--- src/rtl/ram_access_pkg.sv ---
// Shared types and constants for the RAM access master and its response buffer.
package ram_access_pkg;

    typedef enum logic [1:0] {
        IDLE  = 2'd0,
        WRITE = 2'd1,
        READ  = 2'd2,
        DRAIN = 2'd3
    } state_e;

    localparam int RSP_DEPTH = 2;
    localparam int PERF_W    = 16;

endpackage

--- src/rtl/ram_rsp_fifo.sv ---
// Two-entry synchronous FIFO holding {last, data} read beats for the response stream.
module ram_rsp_fifo
    import ram_access_pkg::*;
#(
    parameter int WIDTH = 9
) (
    input  logic             i_clk,
    input  logic             i_rst_n,
    input  logic             i_push,
    input  logic             i_pop,
    input  logic [WIDTH-1:0] i_data,
    output logic [WIDTH-1:0] o_data,
    output logic             o_full,
    output logic             o_empty
);

    logic [WIDTH-1:0] mem_q [RSP_DEPTH];
    logic             wr_ptr_q;
    logic             rd_ptr_q;
    logic [1:0]       count_q;
    logic             push_ok;
    logic             pop_ok;

    assign o_empty = (count_q == 2'd0);
    assign o_full  = (count_q == 2'd2);
    assign pop_ok  = i_pop && !o_empty;
    // A push into a full buffer is only legal when the head leaves in the same cycle.
    assign push_ok = i_push && (!o_full || pop_ok);
    assign o_data  = mem_q[rd_ptr_q];

    always_ff @(posedge i_clk or negedge i_rst_n) begin
        if (!i_rst_n) begin
            for (int i = 0; i < RSP_DEPTH; i++) begin
                mem_q[i] <= '0;
            end
            wr_ptr_q <= 1'b0;
            rd_ptr_q <= 1'b0;
            count_q  <= 2'd0;
        end else begin
            if (push_ok) begin
                mem_q[wr_ptr_q] <= i_data;
                wr_ptr_q        <= ~wr_ptr_q;
            end
            if (pop_ok) begin
                rd_ptr_q <= ~rd_ptr_q;
            end
            count_q <= count_q + {1'b0, push_ok} - {1'b0, pop_ok};
        end
    end

endmodule

--- src/rtl/ram_access_master.sv ---
// Burst read/write initiator for the single-port RAM with a buffered read response stream.
// Optional beat counters (o_wr_beats/o_rd_beats) are built when RAM_ACCESS_PERF_EN is defined.
module ram_access_master
    import ram_access_pkg::*;
#(
    parameter int SIZE_ADDR = 8,
    parameter int SIZE_DATA = 8,
    parameter int SIZE_LEN  = 4
) (
    input  logic                 i_clk,
    input  logic                 i_rst_n,
    input  logic                 i_req_valid,
    output logic                 o_req_ready,
    input  logic                 i_req_write,
    input  logic [SIZE_ADDR-1:0] i_req_addr,
    input  logic [SIZE_LEN-1:0]  i_req_len,
    input  logic                 i_wdata_valid,
    output logic                 o_wdata_ready,
    input  logic [SIZE_DATA-1:0] i_wdata,
    output logic                 o_rdata_valid,
    input  logic                 i_rdata_ready,
    output logic [SIZE_DATA-1:0] o_rdata,
    output logic                 o_rdata_last,
    output logic                 o_ram_rd_en,
    output logic                 o_ram_wr_en,
    output logic [SIZE_ADDR-1:0] o_ram_addr,
    output logic [SIZE_DATA-1:0] o_ram_data,
    input  logic [SIZE_DATA-1:0] i_ram_data,
`ifdef RAM_ACCESS_PERF_EN
    output logic [PERF_W-1:0]    o_wr_beats,
    output logic [PERF_W-1:0]    o_rd_beats,
`endif
    output logic                 o_busy,
    output logic                 o_done
);

    state_e               state_q, state_d;
    logic [SIZE_ADDR-1:0] cur_addr_q, cur_addr_d;
    logic [SIZE_LEN-1:0]  remain_q, remain_d;
    logic                 inflight_q, inflight_d;
    logic                 inflight_last_q, inflight_last_d;
    logic                 done_q, done_d;

    logic                 fifo_full;
    logic                 fifo_empty;
    logic [SIZE_DATA:0]   fifo_head;
    logic [1:0]           fifo_count;
    logic [1:0]           occ_after;
    logic                 pop;

    assign pop        = !fifo_empty && i_rdata_ready;
    assign fifo_count = {fifo_full, !fifo_empty && !fifo_full};
    // Occupancy once this cycle's pop leaves; counting the in-flight beat keeps the buffer from overflowing.
    assign occ_after  = fifo_count + {1'b0, inflight_q} - {1'b0, pop};

    always_comb begin
        state_d         = state_q;
        cur_addr_d      = cur_addr_q;
        remain_d        = remain_q;
        inflight_d      = 1'b0;
        inflight_last_d = 1'b0;
        done_d          = 1'b0;
        o_req_ready     = 1'b0;
        o_wdata_ready   = 1'b0;
        o_ram_wr_en     = 1'b0;
        o_ram_rd_en     = 1'b0;
        o_ram_data      = '0;
        case (state_q)
            IDLE: begin
                o_req_ready = 1'b1;
                if (i_req_valid) begin
                    cur_addr_d = i_req_addr;
                    remain_d   = i_req_len;
                    state_d    = i_req_write ? WRITE : READ;
                end
            end
            WRITE: begin
                o_wdata_ready = 1'b1;
                o_ram_data    = i_wdata;
                o_ram_wr_en   = i_wdata_valid;
                if (i_wdata_valid) begin
                    cur_addr_d = cur_addr_q + SIZE_ADDR'(1);
                    remain_d   = remain_q - SIZE_LEN'(1);
                    if (remain_q == '0) begin
                        state_d = IDLE;
                        done_d  = 1'b1;
                    end
                end
            end
            READ: begin
                if (occ_after < 2'd2) begin
                    o_ram_rd_en     = 1'b1;
                    inflight_d      = 1'b1;
                    inflight_last_d = (remain_q == '0);
                    cur_addr_d      = cur_addr_q + SIZE_ADDR'(1);
                    remain_d        = remain_q - SIZE_LEN'(1);
                    if (remain_q == '0) begin
                        state_d = DRAIN;
                    end
                end
            end
            DRAIN: begin
                if (fifo_empty && !inflight_q) begin
                    state_d = IDLE;
                    done_d  = 1'b1;
                end
            end
            default: state_d = IDLE;
        endcase
    end

    always_ff @(posedge i_clk or negedge i_rst_n) begin
        if (!i_rst_n) begin
            state_q         <= IDLE;
            cur_addr_q      <= '0;
            remain_q        <= '0;
            inflight_q      <= 1'b0;
            inflight_last_q <= 1'b0;
            done_q          <= 1'b0;
        end else begin
            state_q         <= state_d;
            cur_addr_q      <= cur_addr_d;
            remain_q        <= remain_d;
            inflight_q      <= inflight_d;
            inflight_last_q <= inflight_last_d;
            done_q          <= done_d;
        end
    end

    // RAM output is only valid the cycle after an issue, so capture is tied to the in-flight flag.
    ram_rsp_fifo #(
        .WIDTH(SIZE_DATA + 1)
    ) u_rsp_fifo (
        .i_clk  (i_clk),
        .i_rst_n(i_rst_n),
        .i_push (inflight_q),
        .i_pop  (pop),
        .i_data ({inflight_last_q, i_ram_data}),
        .o_data (fifo_head),
        .o_full (fifo_full),
        .o_empty(fifo_empty)
    );

    assign o_rdata_valid = !fifo_empty;
    assign o_rdata       = fifo_head[SIZE_DATA-1:0];
    assign o_rdata_last  = fifo_head[SIZE_DATA];
    assign o_ram_addr    = cur_addr_q;
    assign o_busy        = (state_q != IDLE);
    assign o_done        = done_q;

`ifdef RAM_ACCESS_PERF_EN
    logic [PERF_W-1:0] wr_beats_q;
    logic [PERF_W-1:0] rd_beats_q;

    function automatic logic [PERF_W-1:0] sat_inc(input logic [PERF_W-1:0] v);
        return (v == '1) ? v : v + PERF_W'(1);
    endfunction

    always_ff @(posedge i_clk or negedge i_rst_n) begin
        if (!i_rst_n) begin
            wr_beats_q <= '0;
            rd_beats_q <= '0;
        end else begin
            if (o_ram_wr_en) wr_beats_q <= sat_inc(wr_beats_q);
            if (pop)         rd_beats_q <= sat_inc(rd_beats_q);
        end
    end

    assign o_wr_beats = wr_beats_q;
    assign o_rd_beats = rd_beats_q;
`endif

endmodule

--- config.mk ---
export PLATFORM = sky130hd
export DESIGN_NAME = ram_access_master
export DESIGN_NICKNAME = d
export VERILOG_FILES = /design/src/rtl/ram_access_pkg.sv /design/src/rtl/ram_rsp_fifo.sv /design/src/rtl/ram_access_master.sv
export SDC_FILE = /design/constraint.sdc
export NUM_CORES = 1
export LEC_CHECK = 0
export CELL_PAD_IN_SITES_DETAIL_PLACEMENT = 0
export CELL_PAD_IN_SITES_GLOBAL_PLACEMENT = 1
export CORE_MARGIN = 10
export CORE_UTILIZATION = 39
export CTS_BUF_LIST = sky130_fd_sc_hd__clkbuf_8 sky130_fd_sc_hd__clkbuf_16
export DETAILED_ROUTE_END_ITERATION = 16
export PLACE_DENSITY = 0.86
export RECOVER_POWER = 50
export SLEW_MARGIN = 20
export SYNTH_ARGS = -nofsm -noshare
export SYNTH_HDL_FRONTEND = slang
export SYNTH_SLANG_ARGS = --single-unit
--- constraint.sdc ---
create_clock -name i_clk -period 3.9 [get_ports i_clk]
set_clock_uncertainty 0.2 [all_clocks]
set_input_delay 0.78 -clock i_clk [delete_from_list [all_inputs] [get_ports i_clk]]
set_output_delay 0.78 -clock i_clk [all_outputs]
set_load 0.01 [all_outputs]
## After elaboration in Yosys (flattened, before gate mapping)

Index checks and enable logic that the tools add are counted.

- Reductions and logical operators: 17
- Eq/ne operators: 10
- Bitwise logic cells: 4
- $add $sub $neg: 6
- $lt $le $gt $ge: 4
- Mux-type cells: 34

Operators by type and width:

| operator | number |
|---|---|
| $mux W9 | 4 |
| $mux W8 | 4 |
| $pmux W8 S3 | 1 |
| $bwmux W18 | 1 |
| $mux W2 | 7 |
| $mux W4 | 3 |
| $ne A2 B2 Y1 const B | 6 |
| $pmux W4 S3 | 1 |
| $mux W1 | 10 |
| $demux W9 S1 | 1 |
| $add A8 B1 Y8 const B | 1 |
| $pmux W2 S4 | 1 |
| $eq A2 B2 Y1 const B | 3 |
| $logic_and A1 B1 Y1 | 6 |
| $reduce_and A6 Y1 | 1 |
| $add A2 B1 Y2 | 2 |
| $ge A2 B2 Y1 const B | 2 |
| $logic_not A2 Y1 | 2 |
| $logic_not A4 Y1 | 1 |
| $not A1 Y2 | 2 |
| $reduce_and A4 Y1 | 1 |
| $sub A2 B1 Y2 | 2 |
| $sub A4 B1 Y4 const B | 1 |
| $logic_not A1 Y1 | 3 |
| 8 further kinds | 9 |

- Output and inout port bits: 32
- Register bits after elaboration: 39
- Logic and storage cells: 86

## Logic depth before layout (Yosys ltp)

Gate-level depths: netlist of run 1.

- Depth after elaboration: 8
- Depth in mapped cells: 10
- Depth with buffers taken out: 8

## By module

From an unflattened synthesis of run 1, not the netlist that was laid out.

- Cells, all modules: 207
- Area total of the unflattened synthesis: 2198.4 um2

Modules (own cells, without submodules):

| module | area each (um2) | seq. area each (um2) | instances | cells an instance |
|---|---|---|---|---|
| ram_access_master | 1183.6 | 425.4 | 1 | 136 |
| ram_rsp_fifo | 1014.7 | 550.5 | 1 | 71 |

## Least setup slack after synthesis of run 1

OpenSTA, ideal clock, no wires.

- Kind: reg-to-output
- Start point: reg u_rsp_fifo.count_q[1]
- End point: out o_ram_rd_en
- Path slack: 1.074 ns
- Data arrival time: 1.846 ns
- Buffers on the path: 1
- Required time: 2.920 ns
- Cell stages (with the launch flop): 8
- Cells stage by stage: dfrtp_1 or2_1 clkbuf_1 and2_1 ha_1 nand2b_1 xnor3_1 and2_1

- Longest elaborated chain between the ends: 8
- Elaborated cells on any way between the ends: 11

RTL lines:

| element | line | source |
|---|---|---|
| start, declared | ram_rsp_fifo.sv:20 | `logic [1:0] count_q;` |
| start signal, assigned | ram_rsp_fifo.sv:47 | `count_q <= count_q + {1'b0, push_ok} - {1'b0, pop_ok};` |
| $logic_not A2 Y1 (*) | ram_rsp_fifo.sv:24 | `assign o_empty = (count_q == 2'd0);` |
| $logic_not A1 Y1 (*) | - |  |
| net o_rdata_valid | ram_access_master.sv:20 | `output logic o_rdata_valid,` |
| $logic_and A1 B1 Y1 | ram_access_master.sv:52 | `assign fifo_count = {fifo_full, !fifo_empty && !fifo_full};` |
| $add A2 B1 Y2 | ram_access_master.sv:54 | `assign occ_after = fifo_count + {1'b0, inflight_q} - {1'b0, pop};` |
| $sub A2 B1 Y2 (*) | ram_access_master.sv:54 |  |
| $lt A2 B2 Y1 (*) | ram_access_master.sv:91 | `if (occ_after < 2'd2) begin` |
| $mux W1 (*) | ram_access_master.sv:91 |  |
| $mux W1 (*) | ram_access_master.sv:68 | `case (state_q)` |
| end, declared | ram_access_master.sv:24 | `output logic o_ram_rd_en,` |

The timed path passes the listed nets; every way through them passes the cells marked *.

## Final worst setup path of run 1

- Start point: in i_rdata_ready
- End point: out o_ram_rd_en

- Longest elaborated chain between the ends: 5

RTL lines:

| element | line | source |
|---|---|---|
| start, declared | ram_access_master.sv:21 | `input logic i_rdata_ready,` |
| $logic_and A1 B1 Y1 | ram_access_master.sv:51 | `assign pop = !fifo_empty && i_rdata_ready;` |
| $sub A2 B1 Y2 | ram_access_master.sv:54 |  |
| $lt A2 B2 Y1 | ram_access_master.sv:91 |  |
| $mux W1 | ram_access_master.sv:91 |  |
| $mux W1 | ram_access_master.sv:68 |  |

Every way passes these cells.

==> flow_summary.json, run 1 <==
{
  "layout_commonest_cell": "sky130_fd_sc_hd__clkdlybuf4s50_1",
  "drive_gt1_share_pct": 15.9,
  "post_synth_inst_count": 196,
  "endpoint_type_of_the_worst_setup_path": "primary output",
  "rsz0062_at_grt": "no",
  "vias": 1610,
  "vdd_drop_max_mv": 0.629,
  "outcome": "complete, but fails checks",
  "cts_setup_buffers": 0,
  "layout.cell_area.non_filler_sq_mm": 0.00295,
  "synth_edf_count": 0,
  "worstReg2RegEnd": "o_ram_addr[3]",
  "cap_violations": 1,
  "footprint_of_the_multi_input_gates_sq_mm": 0.00106,
  "timing.hold.worst.class": "reg2reg",
  "timing.critical_path.required_ns": 2.92,
  "final_nets": 307,
  "detailed_place.area_sq_mm": 0.00287,
  "critical_path_arrival_ns": 2.74,
  "grt_max_degree": 40,
  "final.hold.worst_slack_ns": 0.292,
  "postSynth.asyncResetShare_pct": 100,
  "grt_antenna_before_repair": 0,
  "ant_nets": 0,
  "placement.io_buffers": 65,
  "dp_cells": 328,
  "period_needed_ns": 3.72,
  "avgSynthCellArea_sq_um": 11.0,
  "final_hold_violations": 0,
  "power.static_leakage_uw": 0.00131,
  "power_density_mw_per_mm2": 851,
  "finalWeightedCongestion": 0.734,
  "post_route_clock_period_utilization_pct": 95.5,
  "timing.max_slew.rel_slack_pct": -39.0,
  "flop_to_flop_setup_slack_ns": 0.98,
  "numClockSinks": 39,
  "dieWidth_um": 94.3,
  "gr-total-overflow": 0,
  "final_cells": 336,
  "layout.core_utilization_pct": 54.3,
  "final_cell_mix": "sky130_fd_sc_hd__clkdlybuf4s50_1, sky130_fd_sc_hd__dfrtp_1, sky130_fd_sc_hd__mux2_2, sky130_fd_sc_hd__inv_1, sky130_fd_sc_hd__and2_1",
  "fillCellCount": 526,
  "cts_resized": 0,
  "synth_area_sq_mm": 0.00215,
  "fin_setup_tns_ns": 0,
  "avgRoutedWirePerCell_um": 14.6,
  "synth-main-ff-cell": "sky130_fd_sc_hd__dfrtp_1",
  "timing_worst_slew_pin_value_ns": 2.09,
  "num_rows": 27,
  "detail_route.first_pass.iterations": 5,
  "post_drt_via_cell_ratio": 4.79,
  "grt_util_all_layers_pct": 11.3,
  "cts_max_level": 2,
  "dr.first_iter.drc_count": 26,
  "syn_nets": 240,
  "timing.final.setup_violations": 0,
  "antennaDiodeCount": 0,
  "synth_warnings": 0,
  "maxClockFrequency_ghz": 0.269,
  "top_level_ports": 66,
  "ctsRootBufferMaster": "sky130_fd_sc_hd__clkbuf_8",
  "ctsLongestPathBuffers": 2,
  "worstSkewPairLatency_ns": 0.29,
  "critPathMaxFanout": 3,
  "synth.yosys.seq_area_share_pct": 45.3,
  "netlist-cell-type-count": 40,
  "drc_violation_count_after_routing": 0,
  "final_max_slew_viol_count": 40,
  "cts_made_buffers": 5,
  "holdBufCountCts": 0,
  "grt_first_pass_wirelength_mm": 8.12,
  "clk_pin_slew_worst_paths_ns": 0.07,
  "initial_core_util_pct": 39.6,
  "critical_path.reg2reg.startpoint": "u_rsp_fifo.count_q[1]",
  "dieHeight_um": 94.3,
  "die-area_sq_mm": 0.00890,
  "crit_end": "o_ram_rd_en",
  "setup.worst_path.start_class": "input pin",
  "worstRegToRegCells": 10,
  "tritoncts": "done",
  "setup.worst_path.start": "i_rdata_ready",
  "timing.setup.critical_path_class": "in2out",
  "violations_in_the_final_reports": "max-capacitance violations, max-slew violations",
  "detailed_placement_hpwl_mm": 3.67,
  "grt_pass1_vias": 1665,
  "sequential_cell_area_sq_um": 976,
  "post_route_wl_mm": 4.90,
  "core_area_sq_mm": 0.00544,
  "syn_to_final_growth_pct": 37.0,
  "synth-seq-cells": 39
}
## cell families after synthesis
logic type	Yosys count	share of synthesized area, %
and+or+nand+nor	46	11.9
DFF	39	45.3
AOI/OAI and AO/OA	36	12.1
muxes	33	16.9
buffers and inverters	27	5.28
adders and majority gates	10	5.81
xor gates and xnor gates	5	2.67
## synthesized netlist by cell type (5+ instances only)
| master | n | share of area, % |
|---|---|---|
| sky130_fd_sc_hd__dfrtp_1 | 39 | 45 |
| sky130_fd_sc_hd__mux2_2 | 27 | 14 |
| sky130_fd_sc_hd__inv_1 | 19 | 3.3 |
| sky130_fd_sc_hd__and2_1 | 11 | 3.2 |
| sky130_fd_sc_hd__ha_1 | 10 | 5.8 |
| sky130_fd_sc_hd__nand2_1 | 8 | 1.4 |
| sky130_fd_sc_hd__o21ai_0 | 8 | 1.9 |
| sky130_fd_sc_hd__a21oi_1 | 6 | 1.4 |
| sky130_fd_sc_hd__mux2i_1 | 6 | 2.8 |
| sky130_fd_sc_hd__nand3_1 | 6 | 1.4 |
| sky130_fd_sc_hd__nor2_1 | 6 | 1.0 |
| sky130_fd_sc_hd__o22a_1 | 6 | 2.4 |
| sky130_fd_sc_hd__clkbuf_1 | 5 | 0.87 |
## worst min path at each step
stage / endpoint / slack [ns] / start / cells after the start
after floorplan: remain_q[0] / 0.25 / remain_q[0] / 2
after global placement: remain_q[0] / 0.26 / remain_q[0] / 2
after detailed placement: remain_q[0] / 0.28 / remain_q[0] / 2
after CTS: remain_q[0] / 0.29 / remain_q[0] / 2
after global routing: remain_q[0] / 0.33 / remain_q[0] / 2
final: remain_q[0] / 0.29 / remain_q[0] / 2
## cell type report
class / instances / area share [%]
timing repair buffer: 68 / 22.6
clock inverter: 3 / 0.551
clock buffer: 5 / 2.33
multi-input combinational: 130 / 36.0
tap: 72 / 3.05
inverter: 19 / 2.42
sequential: 39 / 33.1
## metrics by stage
stage	power, uW	setup WS [ns]
detailed placement	2300	0.157
finish	2510	0.177
global route	2740	0.0282
global placement	2260	0.209
floorplan	1750	1.07
CTS	2580	0.147
## per-layer routing
| metal | routed length [um] | share of wire [%] | GRT usage (%) | vias up |
|---|---|---|---|---|
| li1 | - | - | - | 818 |
| met1 | 2110 | 43 | 13.7 | 752 |
| met2 | 2460 | 50 | 18.8 | 35 |
| met3 | 291 | 5.9 | 3.60 | 5 |
| met4 | 37 | 0.76 | 3.04 | 0 |
| met5 | 0 | 0 | 0 | - |
## worst max-delay path, cell delays in order
cell and delay, ns:
sky130_fd_sc_hd__clkdlybuf4s50_1 0.48, sky130_fd_sc_hd__and2_1 0.16, sky130_fd_sc_hd__ha_1 0.23, sky130_fd_sc_hd__nand2b_1 0.14, sky130_fd_sc_hd__xnor3_1 0.22, sky130_fd_sc_hd__and2_1 0.17, sky130_fd_sc_hd__clkdlybuf4s50_1 0.55
## flip-flops by register name, summed over array words and instances, names as in the netlist, 2 cells and up
name and flops:
u_rsp_fifo.count_q 2, state_q 2, u_rsp_fifo.mem_q 18, o_ram_addr 8
remain_q 4
## power by group
| part | switching [uW] | internal, uW | leakage, uW |
|---|---|---|---|
| clock network | 139 | 122 | 0.0000453 |
| registers | 161 | 604 | 0.000468 |
| logic | 673 | 813 | 0.000792 |
(Power assumes the default switching activity.)
==> run 2, diff against run 1 <==
--- a/config.mk
+++ b/config.mk
@@ -7,7 +7,6 @@
 export LEC_CHECK = 0
 export CELL_PAD_IN_SITES_DETAIL_PLACEMENT = 0
 export CELL_PAD_IN_SITES_GLOBAL_PLACEMENT = 1
-export CORE_MARGIN = 10
 export CORE_UTILIZATION = 39
 export CTS_BUF_LIST = sky130_fd_sc_hd__clkbuf_8 sky130_fd_sc_hd__clkbuf_16
 export DETAILED_ROUTE_END_ITERATION = 16
==> run 2 against run 1 <==
Against the previous run: the flow still finishes with violations (max-capacitance violations, max-slew violations); first-iteration DRC count grew to 3.7 times the previous value; setup slack lost 0.0086 ns; global-route usage grew 4.2 points; final area grew 1.0%; combinational power is essentially flat; critical path type unchanged; clock-buffer cell count grew 1; die area shrank 35%; wire length shrank 13%; non-clock buffer count is the same; critical endpoint unchanged.
==> flow_summary.json, run 2 (same netlist as run 1, synthesis figures left out) <==
{
  "syn_to_final_growth_pct": 38.4,
  "ctsLongestPathBuffers": 2,
  "dieWidth_um": 76.3,
  "core_area_sq_mm": 0.00520,
  "power.static_leakage_uw": 0.00132,
  "cts_made_buffers": 5,
  "post_route_wl_mm": 4.28,
  "violations_in_the_final_reports": "max-capacitance violations, max-slew violations",
  "post_drt_via_cell_ratio": 4.88,
  "timing.hold.worst.class": "reg2reg",
  "cts_resized": 0,
  "grt_pass1_vias": 1563,
  "period_needed_ns": 3.73,
  "placement.io_buffers": 65,
  "timing.critical_path.slowest_stage_cell": "sky130_fd_sc_hd__clkdlybuf4s50_1",
  "tritoncts": "done",
  "post_route_clock_period_utilization_pct": 95.7,
  "detailed_placement_hpwl_mm": 3.06,
  "clk_pin_slew_worst_paths_ns": 0.07,
  "grt_max_degree": 40,
  "ctsRootBufferMaster": "sky130_fd_sc_hd__clkbuf_8",
  "detail_route.first_pass.iterations": 4,
  "grt_antenna_before_repair": 0,
  "timing.critical_path.required_ns": 2.92,
  "largest_register_ff_count": 18,
  "grt_first_pass_wirelength_mm": 7.18,
  "power_density_mw_per_mm2": 868,
  "max_flop_register": "u_rsp_fifo.mem_q",
  "grt_util_all_layers_pct": 15.5,
  "fillCellCount": 479,
  "maxClockFrequency_ghz": 0.268,
  "numClockSinks": 39,
  "setup.worst_path.start_class": "input pin",
  "sequential_cell_area_sq_um": 976,
  "endpoint_type_of_the_worst_setup_path": "primary output",
  "holdBufCountCts": 0,
  "avgRoutedWirePerCell_um": 12.8,
  "vdd_drop_max_mv": 0.524,
  "critPathMaxFanout": 3,
  "final_max_slew_viol_count": 40,
  "final_critical_path_setup_slack_ns": 0.168,
  "num_rows": 26,
  "p_total_uw": 2590,
  "die-area_sq_mm": 0.00583,
  "layout_commonest_cell": "sky130_fd_sc_hd__clkdlybuf4s50_1",
  "finalWeightedCongestion": 0.675,
  "maximum_single_stage_delay_on_the_critical_path_ns": 0.56,
  "vias": 1631,
  "timing.final.setup_violations": 0,
  "dp_slack_ns": 0.174,
  "dieHeight_um": 76.3,
  "final_cell_mix": "sky130_fd_sc_hd__clkdlybuf4s50_1, sky130_fd_sc_hd__dfrtp_1, sky130_fd_sc_hd__mux2_2, sky130_fd_sc_hd__inv_1, sky130_fd_sc_hd__and2_1",
  "drc_violation_count_after_routing": 0,
  "timing_worst_slew_pin_value_ns": 2.09,
  "fin_setup_tns_ns": 0,
  "top_level_ports": 66,
  "ant_nets": 0,
  "drive_gt1_share_pct": 16.3,
  "gr-total-overflow": 0,
  "final_nets": 307,
  "cts_max_level": 2,
  "rsz0062_at_grt": "no",
  "footprint_of_the_multi_input_gates_sq_mm": 0.00106,
  "critical_path_arrival_ns": 2.75,
  "initial_core_util_pct": 41.4,
  "timing.max_slew.rel_slack_pct": -39.7,
  "outcome": "complete, but fails checks",
  "cts_setup_buffers": 0,
  "antennaDiodeCount": 0,
  "dr.first_iter.drc_count": 95,
  "final_hold_violations": 0,
  "timing.setup.critical_path_class": "in2out",
  "cap_violations": 1,
  "worstSkewPairLatency_ns": 0.28,
  "path_cells": "clkdlybuf4s50_1 > and2_1 > ha_1 > nand2b_1 > xnor3_1 > and2_1 > clkdlybuf4s50_1"
}
-- run 2: cell types whose count changed in the layout (fill, tap and decap cells not counted), sizes merged --
cell,delta
bufinv,+1
clkbuf,+1
clkinvlp,-1
inv,-1
-- run 2: per-layer routing --
metal | routed length [um] | track usage (%)
met1 | 2240 | 21.8
met2 | 1860 | 23.0
met3 | 165 | 4.55
met4 | 17 | 4.62
met5 | 0 | 0
-- run 2: critical path, delay by kind of cell --
kind | cells | cell delay (ns)
XOR/XNOR | 1 | 0.20
adder cells (fa/ha/maj) | 1 | 0.28
buffers and inverters | 2 | 1.00
AND/OR/NAND/NOR | 3 | 0.48
-- run 2: metrics by stage --
stage / cells / util [%] / hold WS, ns / instance area (sq um)
6_report: 334 / 57.3 / 0.294 / 2980
5_1_grt: 334 / 57.3 / 0.325 / 2980
4_1_cts: 334 / 57.4 / 0.298 / 2990
3_5_place_dp: 326 / 55.1 / 0.280 / 2870
3_3_place_gp: 326 / 55.1 / 0.262 / 2870
2_1_floorplan: 196 / - / 0.249 / 2150
-- run 2: path summary, 6_finish.rpt --
kind | slack [ns] | startpoint | end | cells after the start
setup / recovery | 0.17 | i_rdata_ready | o_ram_rd_en | 7
hold / removal | 0.29 | remain_q[0] | remain_q[0] | 2
setup reg to reg | 1.04 | u_rsp_fifo.count_q[1] | remain_q[3] | 9
hold reg to reg | 0.29 | remain_q[0] | remain_q[0] | 2
max in group asynchronous | 1.41 | i_rst_n | u_rsp_fifo.mem_q[15] | 1
min in group asynchronous | 0.89 | i_rst_n | u_rsp_fifo.mem_q[1] | 1
-- run 2: layout make-up --
type | count | share of cell area (%)
repair buffers | 68 | 22.4
clock inverters | 2 | 1.17
inverters | 19 | 2.39
well taps | 70 | 2.94
flip-flops and latches | 39 | 32.7
clock buffers | 6 | 2.77
multi-input cells | 130 | 35.6
-- run 2: power breakdown --
group / total [uW] / internal (uW) / switching (uW)
Combinational: 1470 / 813 / 661
Clock: 348 / 207 / 141
Sequential: 764 / 604 / 160
